<file path="src/rtl/mux_pkg.sv">
// -----------------------------------------------------------------------------
// mux_pkg
// Shared definitions for the N-to-1 arbitrated multiplexer slice.
//   estado_t  : output-register occupancy state (VACIO / LLENO)
//   MODO_FIJO : modo_i value that selects fixed priority (lowest index wins)
//   MODO_RR   : modo_i value that selects round-robin
// -----------------------------------------------------------------------------
package mux_pkg;

    typedef enum logic {
        VACIO = 1'b0,   // output register empty
        LLENO = 1'b1    // output register holds an unconsumed word
    } estado_t;

    localparam logic MODO_FIJO = 1'b0;
    localparam logic MODO_RR   = 1'b1;

    // Index width for a given channel count; never below one bit.
    function automatic int ancho_indice(input int canales);
        return (canales > 1) ? $clog2(canales) : 1;
    endfunction

endpackage : mux_pkg

</file>
<file path="src/rtl/mux_n_a_1_arb_arbitro_rr.sv">
// -----------------------------------------------------------------------------
// arbitro_rr
// Grant logic plus round-robin pointer for the N-to-1 multiplexer.
//
// Ports
//   clk_i        : clock, rising edge
//   rst_n_i      : asynchronous active-low reset (clears the pointer)
//   modo_i       : MODO_FIJO = lowest index wins, MODO_RR = search from pointer
//   habilitado_i : arbitration allowed this cycle (the top owns this decision)
//   valido_i     : per-channel request
//   listo_o      : one-hot grant, all zero when disabled or nobody requests
//   canal_o      : index of the granted channel (meaningful when grant_o = 1)
//   grant_o      : a transfer happens this cycle
//
// Handshake: a channel transfers in a cycle where its valido_i and its
// listo_o bit are both 1; the grant is purely combinational.
// -----------------------------------------------------------------------------
module arbitro_rr
    import mux_pkg::*;
#(
    parameter int CANALES = 4
) (
    input  logic                                clk_i,
    input  logic                                rst_n_i,
    input  logic                                modo_i,
    input  logic                                habilitado_i,
    input  logic [CANALES-1:0]                  valido_i,
    output logic [CANALES-1:0]                  listo_o,
    output logic [ancho_indice(CANALES)-1:0]    canal_o,
    output logic                                grant_o
);

    localparam int IW = ancho_indice(CANALES);

    logic [IW-1:0] puntero;
    logic [IW-1:0] indice;
    logic          hallado;
    int            j;

    // Walk the channels once. In round-robin the walk starts at the pointer
    // and wraps; the pointer is always < CANALES so a single subtraction
    // is enough to wrap, which keeps non-power-of-2 counts correct.
    always_comb begin
        indice  = '0;
        hallado = 1'b0;
        j       = 0;
        for (int i = 0; i < CANALES; i++) begin
            if (modo_i == MODO_RR) begin
                j = int'(puntero) + i;
                if (j >= CANALES) begin
                    j = j - CANALES;
                end
            end else begin
                j = i;
            end
            if (!hallado && valido_i[IW'(j)]) begin
                hallado = 1'b1;
                indice  = IW'(j);
            end
        end
    end

    assign grant_o = habilitado_i & hallado;
    assign canal_o = indice;

    always_comb begin
        listo_o = '0;
        if (grant_o) begin
            listo_o[indice] = 1'b1;
        end
    end

    // The pointer moves past the winner on every transfer, in either mode,
    // so switching to round-robin continues from the last served channel.
    always_ff @(posedge clk_i or negedge rst_n_i) begin
        if (!rst_n_i) begin
            puntero <= '0;
        end else if (grant_o) begin
            if (indice == IW'(CANALES - 1)) begin
                puntero <= '0;
            end else begin
                puntero <= indice + IW'(1);
            end
        end
    end

endmodule : arbitro_rr

</file>
<file path="src/rtl/mux_n_a_1_arb.sv">
// -----------------------------------------------------------------------------
// mux_n_a_1_arb
// N-to-1 multiplexer with per-channel valid/ready inputs, arbitration
// (fixed priority or round-robin) and a single registered output stage.
//
// Ports
//   clk_i      : clock, rising edge
//   rst_n_i    : asynchronous active-low reset
//   modo_i     : MODO_FIJO (0) fixed priority, MODO_RR (1) round-robin
//   valido_i   : per-channel valid, CANALES bits
//   entradas_i : channel data, channel k at [k*ANCHO +: ANCHO]
//   listo_o    : per-channel accept, one-hot or zero
//   salida_o   : registered selected data
//   valido_o   : salida_o holds an unconsumed word
//   listo_i    : downstream ready
//   canal_o    : index of the channel that produced salida_o
//   estado_o   : current FSM state (0 = VACIO, 1 = LLENO), for observation
//
// Handshake (both sides): a word moves when valid and ready are both 1 at a
// rising clock edge; valid never waits on ready, and the upstream ready
// (listo_o) is derived from request, state and listo_i, never from data.
// -----------------------------------------------------------------------------
module mux_n_a_1_arb
    import mux_pkg::*;
#(
    parameter int ANCHO   = 8,
    parameter int CANALES = 4
) (
    input  logic                          clk_i,
    input  logic                          rst_n_i,
    input  logic                          modo_i,
    input  logic [CANALES-1:0]            valido_i,
    input  logic [CANALES*ANCHO-1:0]      entradas_i,
    output logic [CANALES-1:0]            listo_o,
    output logic [ANCHO-1:0]              salida_o,
    output logic                          valido_o,
    input  logic                          listo_i,
    output logic [$clog2(CANALES)-1:0]    canal_o,
    output logic                          estado_o
);

    localparam int IW = $clog2(CANALES);

    if (CANALES < 2 || CANALES > 16) begin : g_rango
        $error("mux_n_a_1_arb: CANALES must be in 2..16");
    end

    estado_t         estado;
    estado_t         estado_sig;
    logic            habilitado;
    logic            transferencia;
    logic            consumo;
    logic [IW-1:0]   canal_g;
    logic [ANCHO-1:0] datos [CANALES];

    // Unpack the flat data bus so the selection is a plain array index.
    for (genvar k = 0; k < CANALES; k++) begin : g_datos
        assign datos[k] = entradas_i[k*ANCHO +: ANCHO];
    end

    // Arbitrate when the register is empty or is being drained this cycle.
    // Reset forces every accept low so nothing is granted while held.
    assign habilitado = rst_n_i & ((estado == VACIO) | listo_i);
    assign consumo    = (estado == LLENO) & listo_i;

    arbitro_rr #(
        .CANALES (CANALES)
    ) u_arbitro (
        .clk_i        (clk_i),
        .rst_n_i      (rst_n_i),
        .modo_i       (modo_i),
        .habilitado_i (habilitado),
        .valido_i     (valido_i),
        .listo_o      (listo_o),
        .canal_o      (canal_g),
        .grant_o      (transferencia)
    );

    // An accept always refills the register, even when the old word leaves
    // in the same cycle, which is what sustains one word per cycle.
    always_comb begin
        estado_sig = estado;
        if (transferencia) begin
            estado_sig = LLENO;
        end else if (consumo) begin
            estado_sig = VACIO;
        end
    end

    always_ff @(posedge clk_i or negedge rst_n_i) begin
        if (!rst_n_i) begin
            estado <= VACIO;
        end else begin
            estado <= estado_sig;
        end
    end

    // Data and index only move on a transfer; a bare consume leaves
    // salida_o holding its last value.
    always_ff @(posedge clk_i or negedge rst_n_i) begin
        if (!rst_n_i) begin
            salida_o <= '0;
            canal_o  <= '0;
        end else if (transferencia) begin
            salida_o <= datos[canal_g];
            canal_o  <= canal_g;
        end
    end

    assign valido_o = (estado == LLENO);
    assign estado_o = estado;

endmodule : mux_n_a_1_arb

</file>
<file path="config.mk">
export PLATFORM = sky130hd
export DESIGN_NAME = mux_n_a_1_arb
export DESIGN_NICKNAME = d
export VERILOG_FILES = /design/src/rtl/mux_pkg.sv /design/src/rtl/mux_n_a_1_arb_arbitro_rr.sv /design/src/rtl/mux_n_a_1_arb.sv
export SDC_FILE = /design/constraint.sdc
export NUM_CORES = 1
export LEC_CHECK = 0
export CAP_MARGIN = 30
export CORE_MARGIN = 1.5
export CORE_UTILIZATION = 45
export CTS_BUF_LIST = sky130_fd_sc_hd__clkbuf_8
export DETAILED_ROUTE_END_ITERATION = 12
export PLACE_DENSITY = 0.93
export RECOVER_POWER = 25
export SLEW_MARGIN = 20
export SYNTH_ARGS = -nofsm -noshare
export SYNTH_HDL_FRONTEND = slang
export SYNTH_SLANG_ARGS = --single-unit
</file>
<file path="constraint.sdc">
create_clock -name clk_i -period 3.65 [get_ports clk_i]
set_clock_uncertainty 0.05 [all_clocks]
set_input_delay 0.73 -clock clk_i [delete_from_list [all_inputs] [get_ports clk_i]]
set_output_delay 0.73 -clock clk_i [all_outputs]
set_load 0.03 [all_outputs]
</file>
# Word-level counts from Yosys, hierarchy flattened
# Index checks and enable logic that the tools add are counted.
[classes] add_sub_neg=8 n_lt_le_gt_ge=11 n_eq_ne=1 n_mux=37 n_bitwise=6 reduce_logical=8
[ops] cell="2-bit 2-to-1 mux" n=13
[ops] cell="8-bit binary-select mux with 2-bit select" n=1
[ops] cell="2-bit by 4-bit less-than comparator with 1-bit output, second input constant" n=4
[ops] cell="8-bit 2-to-1 mux" n=2
[ops] cell="1-bit 2-to-1 mux" n=15
[ops] cell="3-bit >= comparator, second input constant" n=4
[ops] cell="1-bit binary-select mux with 2-bit select" n=4
[ops] cell="2-bit by 1-bit subtractor with 2-bit output, second input constant" n=4
[ops] cell="2-bit by 2-bit adder with 3-bit output, second input constant" n=2
[ops] cell="1-bit logical AND" n=4
[ops] cell="4-bit 2-to-1 mux" n=1
[ops] cell="2-bit by 1-bit adder with 3-bit output, second input constant" n=1
[ops] cell="1-bit bitwise AND" n=3
[ops] cell="2-bit by 3-bit >= comparator with 1-bit output, second input constant" n=1
[ops] cell="1-bit zero test" n=3
[ops] cell="2-bit by 3-bit less-than comparator with 1-bit output, second input constant" n=1
[ops] cell="2-bit inverter with 3-bit output" n=1
[ops] cell="2-bit by 1-bit adder with 2-bit output, second input constant" n=1
[ops] cell="1-bit demux with 2-bit select" n=1
[ops] cell="2-bit == test, second input constant" n=1
[ops] cell="2-bit by 1-bit >= comparator with 1-bit output, second input constant" n=1
[ops] cell="2-bit nonzero test" n=1
[ops] cell="1-bit inverter" n=1
[ops] cell="1-bit bitwise OR" n=1
[totals] reg_bits=13 input_bits=40 out_inout_bits=16 elab_cells=75

# Longest topological paths before layout
# Gate-level depths: netlist of run 1.
[logic_depth] ltp_word=21 mapped_depth=8 mapped_depth_nobuf=6

# Hierarchy
# A second synthesis of run 1 with hierarchy kept.
[hier_totals] hier_cells=112 hier_area_um2=1157.4
[by_module_without_submodules] module="mux_n_a_1_arb" n_inst=1 cells_each=56 area_per_inst_um2=651.9
[by_module_without_submodules] module="arbitro_rr" n_inst=1 cells_each=56 area_per_inst_um2=505.5

# Worst setup path before layout of run 1
# No wires, ideal clock.
[synth_path] kind="input-to-output" startpoint="input valido_i[0]" endpoint="output listo_o[1]" arrival_time_ps=2385 slack_ps=485 cell_stages=7 n_path_buf=2 path_cell_list="buf_6 > or4b_1 > o211ai_2 > a2bb2oi_2 > buf_6 > inv_2 > nor2_1"
[synth_between] elab_chain_len=18
[synth_lines] item="start: declaration" line="mux_n_a_1_arb.sv:32" rtl="input logic [CANALES-1:0] valido_i,"
[synth_lines] item="1-bit binary-select mux with 2-bit select" line="mux_n_a_1_arb_arbitro_rr.sv:56" rtl="if (!hallado && valido_i[IW'(j)]) begin"
[synth_lines] item="1-bit 2-to-1 mux (implied by the code) (2 in a row)" line="mux_n_a_1_arb_arbitro_rr.sv:56"
[synth_lines] item="1-bit 2-to-1 mux" line="mux_n_a_1_arb_arbitro_rr.sv:56"
[synth_lines] item="1-bit zero test" line="mux_n_a_1_arb_arbitro_rr.sv:56"
[synth_lines] item="1-bit logical AND" line="mux_n_a_1_arb_arbitro_rr.sv:56"
[synth_lines] item="1-bit 2-to-1 mux" line="mux_n_a_1_arb_arbitro_rr.sv:56"
[synth_lines] item="1-bit zero test" line="mux_n_a_1_arb_arbitro_rr.sv:56"
[synth_lines] item="1-bit logical AND" line="mux_n_a_1_arb_arbitro_rr.sv:56"
[synth_lines] item="1-bit 2-to-1 mux" line="mux_n_a_1_arb_arbitro_rr.sv:56"
[synth_lines] item="1-bit zero test" line="mux_n_a_1_arb_arbitro_rr.sv:56"
[synth_lines] item="1-bit logical AND" line="mux_n_a_1_arb_arbitro_rr.sv:56"
[synth_lines] item="2-bit 2-to-1 mux" line="mux_n_a_1_arb_arbitro_rr.sv:56"
[synth_lines] item="2-bit by 3-bit less-than comparator with 1-bit output (implied by the code) / 2-bit by 1-bit >= comparator with 1-bit output (equally long branches)" line="mux_n_a_1_arb_arbitro_rr.sv:69" rtl="listo_o[indice] = 1'b1;"
[synth_lines] item="1-bit logical AND (implied by the code)" line="mux_n_a_1_arb_arbitro_rr.sv:69"
[synth_lines] item="1-bit 2-to-1 mux (implied by the code)" line="mux_n_a_1_arb_arbitro_rr.sv:69"
[synth_lines] item="1-bit demux with 2-bit select"
[synth_lines] item="4-bit 2-to-1 mux (*)" line="mux_n_a_1_arb_arbitro_rr.sv:68" rtl="if (grant_o) begin"
[synth_lines] item="end: declaration" line="mux_n_a_1_arb.sv:34" rtl="output logic [CANALES-1:0] listo_o,"
# Mark *: on every way between the ends. The rest lies on a longest branch, timed or not. The select of a mux whose other input is x is not followed.

# Final worst setup path of run 1
[layout_path] startpoint="input valido_i[1]" endpoint="output listo_o[0]"
# The elaborated chain is that of the path after synthesis.

==> results of run 1 <==
==> layout by cell type (no fill, tap or decap), types with 2 or more instances in the layout <==
| cell type | n |
|---|---|
| nor2_1 | 6 |
| o221ai_1 | 8 |
| clkbuf_8 | 3 |
| nor2b_1 | 2 |
| mux2i_1 | 18 |
| nand2b_1 | 2 |
| nand3_1 | 2 |
| o21ai_1 | 3 |
| nand2_1 | 13 |
| buf_4 | 17 |
| a21oi_1 | 3 |
| o21ai_0 | 2 |
| dfrtp_1 | 13 |
| inv_1 | 2 |
| clkdlybuf4s50_1 | 49 |
==> repair_timing <==
item,CTS,global route
resized for setup,1,2
endpoints found under the setup margin,3,2
buffers inserted,0,2
pin swaps,0,1
==> how the worst min path moves through the flow <==
stage / end / start / cells after the start / slack [ns]
floorplan: canal_o[0] / rst_n_i / 0 / 0.38
global placement: canal_o[0] / canal_o[0] / 2 / 0.42
detailed placement: salida_o[2] / salida_o[2] / 2 / 0.43
CTS: salida_o[6] / salida_o[6] / 2 / 0.45
global route: canal_o[1] / canal_o[1] / 1 / 0.47
finish: canal_o[1] / canal_o[1] / 1 / 0.45
==> metal layers <==
layer | track usage | wire [um] | vias up
li1 | - | - | 543
met1 | 0.290 | 1350 | 579
met2 | 0.500 | 1920 | 53
met3 | 0.0593 | 230 | 9
met4 | 0.128 | 77 | 0
met5 | 0 | 0 | -
==> logic make-up (layout without fill, tap and decap cells) <==
family | Yosys count | after routing | synth area share
AOI/OAI and AO/OA | 25 | 25 | 0.197
xor gates and xnor gates | 3 | 3 | 0.0368
buffers and inverters | 13 | 75 | 0.0991
DFF | 13 | 13 | 0.290
muxes | 20 | 20 | 0.194
other | 0 | 1 | 0
and+or+nand+nor | 38 | 38 | 0.184
==> per-stage QoR <==
step / power (mW) / setup WS (ns) / instances / util / hold WS, ns
5_1_grt: 1.29 / 0.0143 / 203 / 0.768 / 0.471
2_1_floorplan: 0.810 / 0.485 / 112 / - / 0.384
6_report: 1.24 / 0.119 / 203 / 0.768 / 0.454
3_5_place_dp: 1.06 / -0.0576 / 196 / 0.741 / 0.429
3_3_place_gp: 1.03 / 0.104 / 196 / 0.741 / 0.418
4_1_cts: 1.20 / 0.0908 / 200 / 0.760 / 0.451
==> sequential cells by signal, indices dropped and copies added, names as in the netlist <==
signal / count
u_arbitro.puntero: 2
salida_o: 8
canal_o: 2
estado_o: 1
==> where the power goes <==
| group | switching, mW | internal [mW] | total (mW) |
|---|---|---|---|
| logic | 0.434 | 0.394 | 0.828 |
| clock network | 0.0537 | 0.0745 | 0.128 |
| registers | 0.0734 | 0.207 | 0.280 |
==> synth_stat cells, drive strengths merged, types with 2 or more instances <==
| library cell | count | area share |
|---|---|---|
| and3 | 2 | 0.012 |
| xnor2 | 2 | 0.022 |
| nand2b | 2 | 0.011 |
| o21ai | 5 | 0.022 |
| nor2b | 2 | 0.011 |
| inv | 2 | 0.0067 |
| a21oi | 3 | 0.013 |
| nor2 | 7 | 0.023 |
| dfrtp | 13 | 0.29 |
| a221oi | 2 | 0.021 |
| buf | 10 | 0.089 |
| mux2i | 18 | 0.16 |
| nand3 | 2 | 0.0089 |
| nand2 | 15 | 0.057 |
| o221ai | 8 | 0.062 |
==> cell type report <==
type	count	area, um^2	area share
timing repair buffer	69	641	0.366
antenna	1	2.50	0.00143
tap	28	35.0	0.0200
multi-input combinational	86	692	0.396
clock buffer	3	41.3	0.0236
inverter	2	7.51	0.00429
clock inverter	1	3.75	0.00215
sequential	13	325	0.186
==> impl_metrics.tcl, run 1 <==
set metrics [dict create \
    core-area_um2 2280 \
    floorplan.initialDensity 0.494 \
    postLayoutCellArea_um2 1750 \
    port_buffers 55 \
    die_w_um 53.0 \
    cp_max_fo 7 \
    final_antenna_net_count 0 \
    gp_congestion 0.861 \
    cp-start-kind "input port" \
    dr.pass1.iters 4 \
    via_count 1184 \
    overflow 0 \
    cap_violations 0 \
    slew_violations 0 \
    cts_hold_buf 0 \
    layout-drive-gt1-share 0.190 \
    path_delay_family "buffers and inverters" \
    cts_buffers 3 \
    worst-path-buf-inv 3 \
    r2r_slack_ns 1.01 \
    synth_cells 112 \
    relSlewSlack 0.538 \
    fmax_ghz 0.283 \
    grt_pass1_wl_um 5390 \
    crit_type "input port to output pin" \
    insertion_delay_ns 0.25 \
    status "completed" \
    r2r_cells 8 \
    cts.path.max_buffers 2 \
    cp-startpoint "valido_i[1]" \
    max_stage_delay_ns 0.54 \
    dieArea_um2 2810 \
    cts.sinks 13 \
    period_share 0.967 \
    setup_viol 0 \
    cts_htree_levels 1 \
    path_depth 8 \
    synth_area_um2 1120 \
    synth.distinct_cells 43 \
    fill_cells 137 \
    hold_viol 0 \
    rsz0062_at_grt "false" \
    fin_crit_ns 3.53 \
    grt_use_total 0.272 \
    clk_pin_slew_ns 0.05 \
    cts_tree "built" \
    antenna_found_initial 1 \
    rows 17 \
    root_buffer "clkbuf_8" \
    tns_ns 0 \
    drc 0 \
    postSynthAreaPerCell_um2 10.0 \
    synth_edf_count 0 \
    synth-main-ff-cell "dfrtp_1" \
    worstPathCellList "clkdlybuf4s50_1 > and4b_1 > a21o_1 > nor4_2 > a2bb2oi_2 > buf_4 > nor2_1 > buf_4" \
    async_reset_ff_frac 1.00 \
    tightest_slew_ns 0.693 \
    vias_per_cell 5.83 \
    critPathCaptureType "output pin" \
    wirelength_um 3570 \
    grt_pass1_vias 1200 \
    die_y_um 53.0 \
    ys_seq_area_frac 0.290 \
    power_density_nw_per_um2 707 \
    cp.required_ns 2.87 \
    grt_max_degree 14 \
    arrival_ns 2.75 \
    rr_endpoint "salida_o[3]" \
    worstReg2RegStart "u_arbitro.puntero[0]" \
    power.leakage_nw 0.760 \
    synth_warnings 0 \
    dp_hpwl_um 2630 \
    endpoint "listo_o[0]" \
    placed_area_um2 1690 \
    crit_top_cell "buf_4" \
    layout.nets 215 \
    io_pins 56 \
    cpMaxStageDelayCell "clkdlybuf4s50_1" \
    area_growth_pct 55.6 \
    ys_ff_latch 13 \
    drtIter0Drc 23 \
    hp-class "flop to flop" \
    syn_nets 152 \
    wl_per_cell_um 17.6 \
    ir_drop_mv 0.510 \
]
(Power assumes the default switching activity.)
==> inputs of run 2 (changes only) <==
CAP_MARGIN = 20   (was 30)
CORE_MARGIN = 2   (was 1.5)
==> run 2 against run 1 <==
  * Register-to-register slack better by 0.03 ns
  * Wire length is 15% lower
  * Design area is 2.0% lower
  * Flip-flop and latch count stayed put
  * Critical path type unchanged
  * Critical endpoint is now listo_o[3]
==> impl_metrics.tcl, run 2 (synthesis gave the netlist of run 1 again) <==
set metrics [dict create \
    slew_violations 0 \
    port_buffers 55 \
    cts.path.max_buffers 2 \
    cts_tree "built" \
    post_cts_resize_count 1 \
    die_y_um 54.0 \
    core-area_um2 2410 \
    grt_max_degree 14 \
    via_count 1143 \
    rows 18 \
    power_density_nw_per_um2 687 \
    regArea_um2 325 \
    met2_usage 0.419 \
    multi_input_area_um2 687 \
    dieArea_um2 2910 \
    period_share 0.957 \
    postCtsSetupBuffers 0 \
    dp_hpwl_um 2350 \
    grt_use_total 0.242 \
    final_antenna_net_count 0 \
    relSlewSlack 0.539 \
    placed_area_um2 1670 \
    hp-class "flop to flop" \
    worst_slack_ns 0.158 \
    rsz0062_at_grt "false" \
    overflow 0 \
    postLayoutCoreUtil 0.711 \
    grt_pass1_vias 1154 \
    regMostFlops "salida_o" \
    io_pins 56 \
    grt_pass1_wl_um 5090 \
    dp.cells 196 \
    hold_viol 0 \
    largest_reg_flops 8 \
    power.leakage_nw 0.741 \
    crit_type "input port to output pin" \
    gp_congestion 0.884 \
    wl_per_cell_um 15.2 \
    cp_max_fo 7 \
    cts_buffers 3 \
    stdcell_count 200 \
    root_buffer "clkbuf_8" \
    critPathCaptureType "output pin" \
    final_common_cell "clkdlybuf4s50_1" \
    cp-start-kind "input port" \
    postLayoutCellArea_um2 1710 \
    clk_pin_slew_ns 0.05 \
    reg_top3 "salida_o (8), canal_o (2), u_arbitro.puntero (2)" \
    total_power_mw 1.18 \
    grtUsageMet3 0.0917 \
    cts.sinks 13 \
    grt-busiest-layer "met2" \
    layout.nets 211 \
    use_met1 0.263 \
    fmax_ghz 0.286 \
    fin_crit_ns 3.49 \
    drc 0 \
    fill_cells 148 \
    tightest_slew_ns 0.691 \
    cp.required_ns 2.87 \
    layout-drive-gt1-share 0.159 \
    preCtsSetupSlack_ns -0.00426 \
    status "completed" \
    floorplan.initialDensity 0.466 \
    dr.pass1.iters 4 \
    layout_common_cells "clkdlybuf4s50_1 (49), mux2i_1 (18), nand2_1 (14)" \
    cts_htree_levels 1 \
    diodes 0 \
    arrival_ns 2.71 \
    cts_hold_buf 0 \
    setup_viol 0 \
    ir_drop_mv 0.557 \
    antenna_found_initial 0 \
    insertion_delay_ns 0.25 \
    wirelength_um 3050 \
    area_growth_pct 52.4 \
    cap_violations 0 \
    drtIter0Drc 27 \
    vias_per_cell 5.72 \
    die_w_um 54.0 \
]
run 2: cell count changes in the layout (fill, tap and decap cells not counted), sizes merged:
cell,before,now
buf,17,13
diode,1,0
run 2: final timing paths:
kind	from	end	slack [ns]	cells past startpoint
setup / recovery	valido_i[1]	listo_o[3]	0.16	8
hold / removal	canal_o[1]	canal_o[1]	0.45	1
setup reg to reg	u_arbitro.puntero[0]	salida_o[3]	1.04	7
hold reg to reg	canal_o[1]	canal_o[1]	0.45	1
max in group asynchronous	rst_n_i	salida_o[2]	2.09	2
min in group asynchronous	rst_n_i	u_arbitro.puntero[0]	1.02	2
run 2: layout make-up:
type                       count  share of cell area
multi-input combinational     86               0.401
timing repair buffer          65               0.356
sequential                    13               0.190
clock buffer                   3              0.0241
tap                           30              0.0219
inverter                       2             0.00438
clock inverter                 1             0.00219
run 2: power breakdown:
part | leakage, nW | total (mW) | switching (mW) | internal, mW
sequential | 0.157 | 0.279 | 0.0723 | 0.207
clock | 0.0269 | 0.129 | 0.0546 | 0.0745
combinational | 0.557 | 0.768 | 0.402 | 0.366
run 2: routing by layer:
metal	vias up	part of all wire
met5	-	0
met4	0	0.017
met3	7	0.11
met2	69	0.49
met1	530	0.39
li1	537	-
run 2: worst max-delay path: stages:
cell and delay, ns:
clkdlybuf4s50_1 0.52, and4b_1 0.29, a21o_1 0.18, nor4_2 0.26
a2bb2oi_2 0.33, inv_2 0.08, nor2_1 0.12, buf_4 0.17
run 2: per-stage QoR:
stage	hold slack (ns)	TNS, ns
5_1_grt	0.483	0
4_1_cts	0.454	0
6_report	0.454	0
2_1_floorplan	0.384	0
3_5_place_dp	0.433	-0.00426
3_3_place_gp	0.421	0
